### src/rtl/id_exe_stage.sv
// rtl/id_exe_stage.sv - ID/EXE pipeline register with load-use stall, WB bypass and halt drain
//
// Ports:
//   clk, rst_n               clock, asynchronous active-low reset
//   valid_ID, halt_ID        ID instruction valid / is a halt
//   rs_IF_ID, rt_IF_ID       ID source register numbers
//   num_write_ID, ctrl_ID    ID destination and packed controls
//   reg_a_ID, reg_b_ID       register-file read data
//   imm_ID                   extended immediate
//   FA1, FB1                 0 = take wb_data_MEM_WB, 1 = take register-file data
//   wb_data_MEM_WB           value being written back this cycle
//   flush                    kill the ID instruction
//   *_ID_EXE                 registered ID/EXE fields
//   stall                    combinational freeze of PC and IF/ID
//   halted                   processor halted
module id_exe_stage #(
    parameter int DRAIN_CYCLES = 3
) (
    input  logic        clk,
    input  logic        rst_n,
    input  logic        valid_ID,
    input  logic [4:0]  rs_IF_ID,
    input  logic [4:0]  rt_IF_ID,
    input  logic [4:0]  num_write_ID,
    input  logic [7:0]  ctrl_ID,
    input  logic        halt_ID,
    input  logic [31:0] reg_a_ID,
    input  logic [31:0] reg_b_ID,
    input  logic [31:0] imm_ID,
    input  logic        FA1,
    input  logic        FB1,
    input  logic [31:0] wb_data_MEM_WB,
    input  logic        flush,
    output logic [4:0]  rs_ID_EXE,
    output logic [4:0]  rt_ID_EXE,
    output logic [4:0]  num_write_ID_EXE,
    output logic [7:0]  ctrl_ID_EXE,
    output logic [31:0] a_ID_EXE,
    output logic [31:0] b_ID_EXE,
    output logic [31:0] imm_ID_EXE,
    output logic        valid_ID_EXE,
    output logic        stall,
    output logic        halted
);

    localparam logic [1:0] ST_RUN    = 2'd0;
    localparam logic [1:0] ST_DRAIN  = 2'd1;
    localparam logic [1:0] ST_HALTED = 2'd2;

    // Counter only has to hold DRAIN_CYCLES-1.
    localparam int            CW       = (DRAIN_CYCLES > 1) ? $clog2(DRAIN_CYCLES) : 1;
    localparam logic [CW-1:0] CNT_INIT = CW'(DRAIN_CYCLES - 1);

    logic [1:0]    r_state;
    logic [CW-1:0] r_cnt;
    logic [4:0]    r_rs;
    logic [4:0]    r_rt;
    logic [4:0]    r_num_write;
    logic [7:0]    r_ctrl;
    logic [31:0]   r_a;
    logic [31:0]   r_b;
    logic [31:0]   r_imm;
    logic          r_valid;
    logic          r_halted;

    logic          w_luse;
    logic          w_stall;
    logic          w_capture;
    logic          w_halt_take;
    logic [31:0]   w_a;
    logic [31:0]   w_b;

    // Register 0 never carries a dependency, so a load targeting it cannot stall.
    assign w_luse = r_valid & r_ctrl[1] & (r_rt != 5'd0) & valid_ID &
                    ((r_rt == rs_IF_ID) | (r_rt == rt_IF_ID));

    // Flush overrides everything: the ID instruction dies anyway, so there is nothing to hold.
    assign w_stall     = ~flush & (w_luse | (r_state != ST_RUN));
    assign w_capture   = ~flush & ~w_stall & valid_ID;
    assign w_halt_take = w_capture & halt_ID & (r_state == ST_RUN);

    assign w_a = FA1 ? reg_a_ID : wb_data_MEM_WB;
    assign w_b = FB1 ? reg_b_ID : wb_data_MEM_WB;

    always_ff @(posedge clk or negedge rst_n) begin
        if (!rst_n) begin
            r_state     <= ST_RUN;
            r_cnt       <= '0;
            r_rs        <= '0;
            r_rt        <= '0;
            r_num_write <= '0;
            r_ctrl      <= '0;
            r_a         <= '0;
            r_b         <= '0;
            r_imm       <= '0;
            r_valid     <= 1'b0;
            r_halted    <= 1'b0;
        end else begin
            if (w_capture) begin
                r_rs        <= rs_IF_ID;
                r_rt        <= rt_IF_ID;
                r_num_write <= num_write_ID;
                // A halt travels down the pipe as a valid no-op.
                r_ctrl      <= halt_ID ? 8'd0 : ctrl_ID;
                r_a         <= w_a;
                r_b         <= w_b;
                r_imm       <= imm_ID;
                r_valid     <= 1'b1;
            end else begin
                r_rs        <= '0;
                r_rt        <= '0;
                r_num_write <= '0;
                r_ctrl      <= '0;
                r_a         <= '0;
                r_b         <= '0;
                r_imm       <= '0;
                r_valid     <= 1'b0;
            end

            case (r_state)
                ST_RUN: begin
                    if (w_halt_take) begin
                        r_state <= ST_DRAIN;
                        r_cnt   <= CNT_INIT;
                    end
                end
                ST_DRAIN: begin
                    if (r_cnt == '0) begin
                        r_state  <= ST_HALTED;
                        r_halted <= 1'b1;
                    end else begin
                        r_cnt <= r_cnt - 1'b1;
                    end
                end
                ST_HALTED: begin
                    r_halted <= 1'b1;
                end
                default: begin
                    r_state <= ST_RUN;
                end
            endcase
        end
    end

    assign rs_ID_EXE        = r_rs;
    assign rt_ID_EXE        = r_rt;
    assign num_write_ID_EXE = r_num_write;
    assign ctrl_ID_EXE      = r_ctrl;
    assign a_ID_EXE         = r_a;
    assign b_ID_EXE         = r_b;
    assign imm_ID_EXE       = r_imm;
    assign valid_ID_EXE     = r_valid;
    assign stall            = w_stall;
    assign halted           = r_halted;

endmodule

### config.mk
export PLATFORM = sky130hd
export DESIGN_NAME = id_exe_stage
export DESIGN_NICKNAME = d
export VERILOG_FILES = /design/src/rtl/id_exe_stage.sv
export SDC_FILE = /design/constraint.sdc
export NUM_CORES = 1
export LEC_CHECK = 0
export ABC_AREA = 1
export BUFFER_PORTS_ARGS = -buffer_cell sky130_fd_sc_hd__buf_2
export CAP_MARGIN = 30
export CORE_MARGIN = 4
export CORE_UTILIZATION = 40
export DETAILED_ROUTE_END_ITERATION = 10
export PLACE_DENSITY = 0.79
export SETUP_SLACK_MARGIN = 0.5
export SYNTH_ARGS = -nofsm -noshare
export SYNTH_HDL_FRONTEND = slang
export SYNTH_SLANG_ARGS = --single-unit
### constraint.sdc
create_clock -name clk -period 1.3 [get_ports clk]
set_input_delay 0.195 -clock clk [delete_from_list [all_inputs] [get_ports clk]]
set_output_delay 0.195 -clock clk [all_outputs]
set_load 0.05 [all_outputs]
==> results of run 1 <==
worst reg2reg max path, cell delays in order (launching register included):
cell	delay, ns
dfrtp_2	0.45
nor2_1	0.12
nand4_1	0.12
nand4_1	0.10
inv_1	0.05
nand2_2	0.09
nand2_2	0.06
inv_2	0.08
buf_6	0.17
nand2_8	0.10
buf_4	0.16
buf_12	0.13
a21oi_1	0.12
stage by stage:
stage / TNS [ns] / area, sq um / instances / worst slack [ns] / power [mW]
after detailed placement: -30.32 / 6750 / 976 / -0.302 / 4.63
after global placement: -29.84 / 6750 / 976 / -0.285 / 4.62
final: -54.15 / 8970 / 1061 / -0.592 / 9.52
after floorplan: -32.37 / 5080 / 531 / -0.291 / 4.19
after CTS: -56.91 / 8870 / 1055 / -0.549 / 9.51
after global routing: -72.39 / 8970 / 1061 / -0.702 / 9.85
layout make-up:
type | count | area, sq um | share of cell area (%)
diodes | 1 | 2.50 | 0.0279
clock buffers | 22 | 484 | 5.40
clock inverters | 7 | 113 | 1.25
inverters | 66 | 248 | 2.76
multi-input cells | 315 | 1590 | 17.7
flip-flops and latches | 125 | 3130 | 34.9
well taps | 168 | 210 | 2.34
repair buffers | 357 | 3200 | 35.6
state kept, by name, summed over array words and instances, names as in the netlist:
register / cells
a_ID_EXE: 32
b_ID_EXE: 32
ctrl_ID_EXE: 8
halted: 1
imm_ID_EXE: 32
num_write_ID_EXE: 5
r_cnt: 2
r_state: 2
rs_ID_EXE: 5
rt_ID_EXE: 5
valid_ID_EXE: 1
layer usage:
metal / routed length [um] / vias up / share of wire [%] / GRT usage [%]
li1: - / 2307 / - / -
met3: 1580 / 61 / 8.3 / 9.03
met5: 0 / - / 0 / 0
met2: 10100 / 252 / 53 / 46.3
met4: 773 / 0 / 4.1 / 13.1
met1: 6560 / 2398 / 34 / 27.1
what timing repair did:
| item | CTS | global route |
|---|---|---|
| resized for setup | 257 | 25 |
| endpoints found under the setup margin | 247 | 247 |
| gates cloned | 11 | 0 |
| hold buffers | 35 | 0 |
| endpoints found under the hold margin | 159 | 0 |
| setup buffers | 4 | 4 |
| pin swaps | 4 | 8 |
placed cells by master (no fill, tap or decap), types with 11 or more instances in the layout:
master,n
a21oi_1,14
a21oi_2,51
buf_2,156
buf_4,23
buf_6,120
clkbuf_16,17
dfrtp_1,120
dlygate4sd3_1,35
inv_1,59
nand2_1,157
nand2_2,11
nor2_1,63
path summary, 6_finish.rpt:
check                                 endpoint  cells past startpoint
worst min register to register        r_cnt[1]                      2
worst max register to register    a_ID_EXE[24]                     12
worst min-delay path            ctrl_ID_EXE[0]                      3
worst max-delay path                     stall                     11
max in group asynchronous         rt_ID_EXE[2]                      3
min in group asynchronous        imm_ID_EXE[0]                      3
where the power goes:
group	total [mW]	switching [mW]	internal, mW	leakage, nW
Clock	4.83	1.66	3.18	0.294
Combinational	0.795	0.435	0.361	2.88
Sequential	3.89	0	3.89	1.73
Total	9.52	2.09	7.43	4.90
cells by family after synthesis:
logic type / after synthesis / share of synthesized area, %
AOI/OAI and AO/OA: 65 / 10.2
xor gates and xnor gates: 2 / 0.347
adders and majority gates: 1 / 0.248
buffers and inverters: 93 / 8.61
DFF: 125 / 62.0
and+or+nand+nor: 245 / 18.6
==> impl_metrics.env, run 1 <==
export IMPL_outcome="finished with violations"
export IMPL_violations="negative setup slack"
export IMPL_cp_required_ns=1.11
export IMPL_fmax_mhz=528
export IMPL_ys_types=16
export IMPL_syn2layout_area_growth_pct=78.0
export IMPL_final_util_pct=73.8
export IMPL_setup_ws_ns=-0.592
export IMPL_fillers=782
export IMPL_reg2reg_slack_ns=-0.52
export IMPL_arrival_ns=1.70
export IMPL_ys_top_cells_by_count="168 x nand2_1, 125 x dfrtp_1, 68 x nor2_1"
export IMPL_setup_viol=125
export IMPL_ant_nets=0
export IMPL_drive_above_1_share_pct=48.7
export IMPL_core_sq_um=12200
export IMPL_synth_fp_nets=690
export IMPL_clockBufferDepth=2
export IMPL_cp_top_family="simple AND/OR/NAND/NOR gates"
export IMPL_clk_pin_slew_ns=0.05
export IMPL_leakage_nw=4.90
export IMPL_synth_most_common_cell="nand2_1"
export IMPL_async_reset_ff_share_pct=100
export IMPL_slew_headroom_pct=66.6
export IMPL_ys_seq_area_share_pct=62.0
export IMPL_synth_ff_type="dfrtp_1"
export IMPL_endpoint_kind="primary output"
export IMPL_insertion_delay_ns=0.41
export IMPL_hpwlAfterDp_um=11300
export IMPL_synth_seq_cells=125
export IMPL_synth_avg_cell_area_sq_um=9.50
export IMPL_finClkSkew_ns=0.00673
export IMPL_holdWs_ns=0.0161
export IMPL_start_kind="flop"
export IMPL_grt_antenna_before_repair=1
export IMPL_vdd_drop_max_uv=696
export IMPL_die_h_um=120
export IMPL_drc=0
export IMPL_ioPinCount=280
export IMPL_wl_per_cell_um=18.0
export IMPL_fin_nets=1041
export IMPL_hold_viol_final=0
export IMPL_viasPerCell=4.73
export IMPL_period_needed_ns=1.89
export IMPL_crit_type="flop to primary output"
export IMPL_drv_slew=0
export IMPL_syn_area_sq_um=5040
export IMPL_track_usage_pct=26.0
export IMPL_htree_levels=4
export IMPL_tightest_slew_ns=0.499
export IMPL_drv_cap=0
export IMPL_power_density_nw_per_um2=1060
export IMPL_reg2reg_from="rt_ID_EXE[1]"
export IMPL_route_vias_total=5018
export IMPL_drtIter0Drc=295
export IMPL_overflow=0
export IMPL_crit_buf_inv=3
export IMPL_fp_dieArea_sq_um=14500
export IMPL_firstDrtPassIters=5
export IMPL_clock_sinks=125
export IMPL_rsz0062_at_grt="yes"
export IMPL_worst_path_most_repeated_cell="nand2_2"
export IMPL_synth_edff_count=0
export IMPL_wl_um=19000
export IMPL_worstHoldStart="ctrl_ID[0]"
export IMPL_start_util_pct=41.5
export IMPL_grt_pass1_vias=5265
export IMPL_gp_congestion=0.892
export IMPL_critical_path_max_stage_delay_ns=0.40
export IMPL_synth_top_cell_area_share_pct=62.0
export IMPL_period_share_pct=146
export IMPL_rows=40
export IMPL_synth_cells=531
export IMPL_crit_path_cell_trace="inv_2 > nand2_2 > nand2_1 > nor2_1 > nand3_1 > nand2_1 > nand2_2 > nand2_2 > inv_2 > nor2_4 > buf_8"
export IMPL_hold_class="input pin to flop"
export IMPL_yosysWarnings=0
export IMPL_die_w_um=120
export IMPL_crit_fanout=4
export IMPL_synth_top_area_cell="dfrtp_1"
export IMPL_netlist_top_cells_area="dfrtp_1 62%, nand2_1 13%, a21oi_2 8.7%, nor2_1 5.1%, inv_1 4.7%"
export IMPL_cts_tree="yes"
export IMPL_numPortBuffers=279
export IMPL_cpMaxStageDelayCell="dfrtp_2"
export IMPL_grt_pass1_wl_um=28400
export IMPL_cts_buffers=17
export IMPL_startpoint="rt_ID_EXE[2]"
export IMPL_clockRootBuffer="clkbuf_16"
export IMPL_grt_max_degree=66
(Power assumes the default switching activity.)
==> run 2: changes to the inputs <==
Settings changed: BUFFER_PORTS_ARGS -buffer_cell sky130_fd_sc_hd__buf_2 to -buffer_cell sky130_fd_sc_hd__buf_4, CORE_UTILIZATION 40 to 44, PLACE_DENSITY 0.79 to 0.82, REMOVE_ABC_BUFFERS from default to 1.
Clock period 1.3 ns to 2.16 ns, I/O delays scaled along.
==> run 2 against run 1 <==
The run now ends clean. Final cell count shrank 5.5%. Setup slack improved by 0.62 ns. First-iteration DRC count rose by 0.34%. Design area grew 2.4%. Combinational power decreased by 35%. Clock skew increased by 0.0027 ns. Register-to-register slack better by 0.57 ns. Sequential share of layout area decreased by 0.86 points. Critical path depth shrank 1. Sequential power is 40% lower. Count of clock-buffer cells in the layout is 4 lower. Core utilization rose by 9.6 points. Highest routed layer unchanged.
==> impl_metrics.env, run 2 (synthesis results as in run 1) <==
export IMPL_clock_power_share_pct=50.2
export IMPL_route_vias_total=4969
export IMPL_overflow=0
export IMPL_crit_path_cell_trace="buf_6 > nor2_4 > nand4_1 > nand4_1 > inv_1 > nand2_2 > nand2_2 > inv_2 > nor2_4 > buf_6"
export IMPL_outcome="finished clean"
export IMPL_firstDrtPassIters=4
export IMPL_reg2reg_depth=17
export IMPL_start_util_pct=45.7
export IMPL_finClkSkew_ns=0.00941
export IMPL_insertion_delay_ns=0.41
export IMPL_grt_pass1_wl_um=26700
export IMPL_grt_antenna_before_repair=0
export IMPL_clockBufferDepth=2
export IMPL_holdPathStages=3
export IMPL_clk_pin_slew_ns=0.06
export IMPL_slew_headroom_pct=46.5
export IMPL_dp_slack_ns=0.392
export IMPL_hold_class="input pin to flop"
export IMPL_worstHoldStart="imm_ID[6]"
export IMPL_drtIter0Drc=296
export IMPL_clock_sinks=125
export IMPL_reg2reg_from="rt_ID_EXE[1]"
export IMPL_fp_dieArea_sq_um=13200
export IMPL_hpwlAfterDp_um=11600
export IMPL_vdd_drop_max_uv=419
export IMPL_drv_slew=0
export IMPL_gp_congestion=0.893
export IMPL_mostFrequentLayoutCell="buf_4"
export IMPL_grt_max_degree=44
export IMPL_r2r_end="r_cnt[0]"
export IMPL_cts_buffers=17
export IMPL_final_cell_mix="285 x buf_4, 158 x nand2_1, 122 x dfrtp_1, 61 x inv_1, 56 x nor2_4"
export IMPL_wl_met1_um=6420
export IMPL_power_density_nw_per_um2=625
export IMPL_fin_nets=1009
export IMPL_highest_layer="met4"
export IMPL_reg2reg_slack_ns=0.05
export IMPL_clockRootBuffer="clkbuf_16"
export IMPL_crit_buf_inv=4
export IMPL_syn2layout_area_growth_pct=82.3
export IMPL_setup_viol=0
export IMPL_switchingPower_mw=1.35
export IMPL_numPortBuffers=279
export IMPL_cts_tree="yes"
export IMPL_holdWs_ns=0.163
export IMPL_seqPwrFrac_pct=40.7
export IMPL_period_needed_ns=2.13
export IMPL_ioPinCount=280
export IMPL_wl_um=19300
export IMPL_switching_share_pct=23.5
export IMPL_setup_ws_ns=0.0262
export IMPL_cp_required_ns=1.84
export IMPL_rows=38
export IMPL_rsz0062_at_grt="yes"
export IMPL_final_util_pct=83.3
export IMPL_hold_viol_final=0
export IMPL_leakage_nw=4.83
export IMPL_track_usage_pct=26.9
export IMPL_drive_above_1_share_pct=58.2
export IMPL_cp_top_family="simple AND/OR/NAND/NOR gates"
export IMPL_dr_wl_met2_um=10800
export IMPL_start_kind="flop"
export IMPL_dr_wl_met3_um=1570
export IMPL_fmax_mhz=469
export IMPL_crit_fanout=5
export IMPL_whs_endpoint="imm_ID_EXE[6]"
export IMPL_htree_levels=4
export IMPL_power_mw=5.75
export IMPL_crit_type="flop to primary output"
export IMPL_critical_path_max_stage_delay_ns=0.45
export IMPL_p_int_mw=4.40
export IMPL_arrival_ns=1.81
export IMPL_drc=0
export IMPL_wl_per_cell_um=19.3
export IMPL_cpMaxStageDelayCell="dfrtp_2"
export IMPL_die_h_um=115
export IMPL_diodes=0
export IMPL_core_sq_um=11000
export IMPL_period_share_pct=98.8
export IMPL_die_w_um=115
export IMPL_endpoint_kind="primary output"
export IMPL_viasPerCell=4.95
export IMPL_combPwrFrac_pct=9.0
export IMPL_drv_cap=0
export IMPL_grt_pass1_vias=5148
export IMPL_ant_nets=0
export IMPL_tightest_slew_ns=0.799
run 2: per-layer routing:
metal | vias up | track usage (%)
met5 | - | 0
met4 | 0 | 10.1
met3 | 47 | 8.58
met2 | 278 | 49.3
met1 | 2392 | 28.8
li1 | 2252 | -
run 2: power by group through the flow:
stage / Sequential [mW] / Clock, mW / Combinational (mW)
after floorplan: 2.39 / 0 / 0.120
after global placement: 2.38 / 0 / 0.445
after detailed placement: 2.38 / 0 / 0.457
after CTS: 2.34 / 2.90 / 0.465
after global routing: 2.34 / 3.04 / 0.566
final: 2.34 / 2.89 / 0.520
run 2: worst min-delay path, delay by kind of cell:
family / cells / cell delay, ns
simple gates: 1 / 0.09
buf+inv: 2 / 0.13
run 2: final cells by class:
cell class,instances,area (sq um)
repair buffers,326,2930
clock inverters,14,170
clock buffers,18,429
well taps,140,175
fillers,621,1840
inverters,66,253
flip-flops and latches,125,3130
multi-input cells,314,2100
run 2: through the flow:
| step | instance area (sq um) | setup TNS (ns) | std cells |
|---|---|---|---|
| after global routing | 9190 | -0.377 | 1003 |
| after floorplan | 4860 | -86.36 | 504 |
| final | 9190 | 0 | 1003 |
| after CTS | 8460 | 0 | 991 |
| after detailed placement | 7260 | 0 | 934 |
| after global placement | 7260 | 0 | 934 |
run 2: how the worst max path moves through the flow:
stage	startpoint	endpoint	slack (ns)	cells after the start
floorplan	rt_ID_EXE[2]	valid_ID_EXE	-0.78	11
global placement	rt_IF_ID[0]	a_ID_EXE[25]	0.47	12
detailed placement	rt_ID_EXE[0]	a_ID_EXE[29]	0.39	12
CTS	rt_ID_EXE[0]	stall	0.07	11
global route	rt_ID_EXE[3]	r_cnt[0]	-0.13	17
finish	rt_ID_EXE[0]	stall	0.03	10
run 2: timing repair:
action                                  in CTS  in global routing
setup buffers                                9                 11
cloned                                      15                  1
pin swaps                                    5                 12
hold buffers                                 1                  0
endpoints found under the setup margin      95                123
endpoints found under the hold margin       39                  0
resized for setup                           28                171
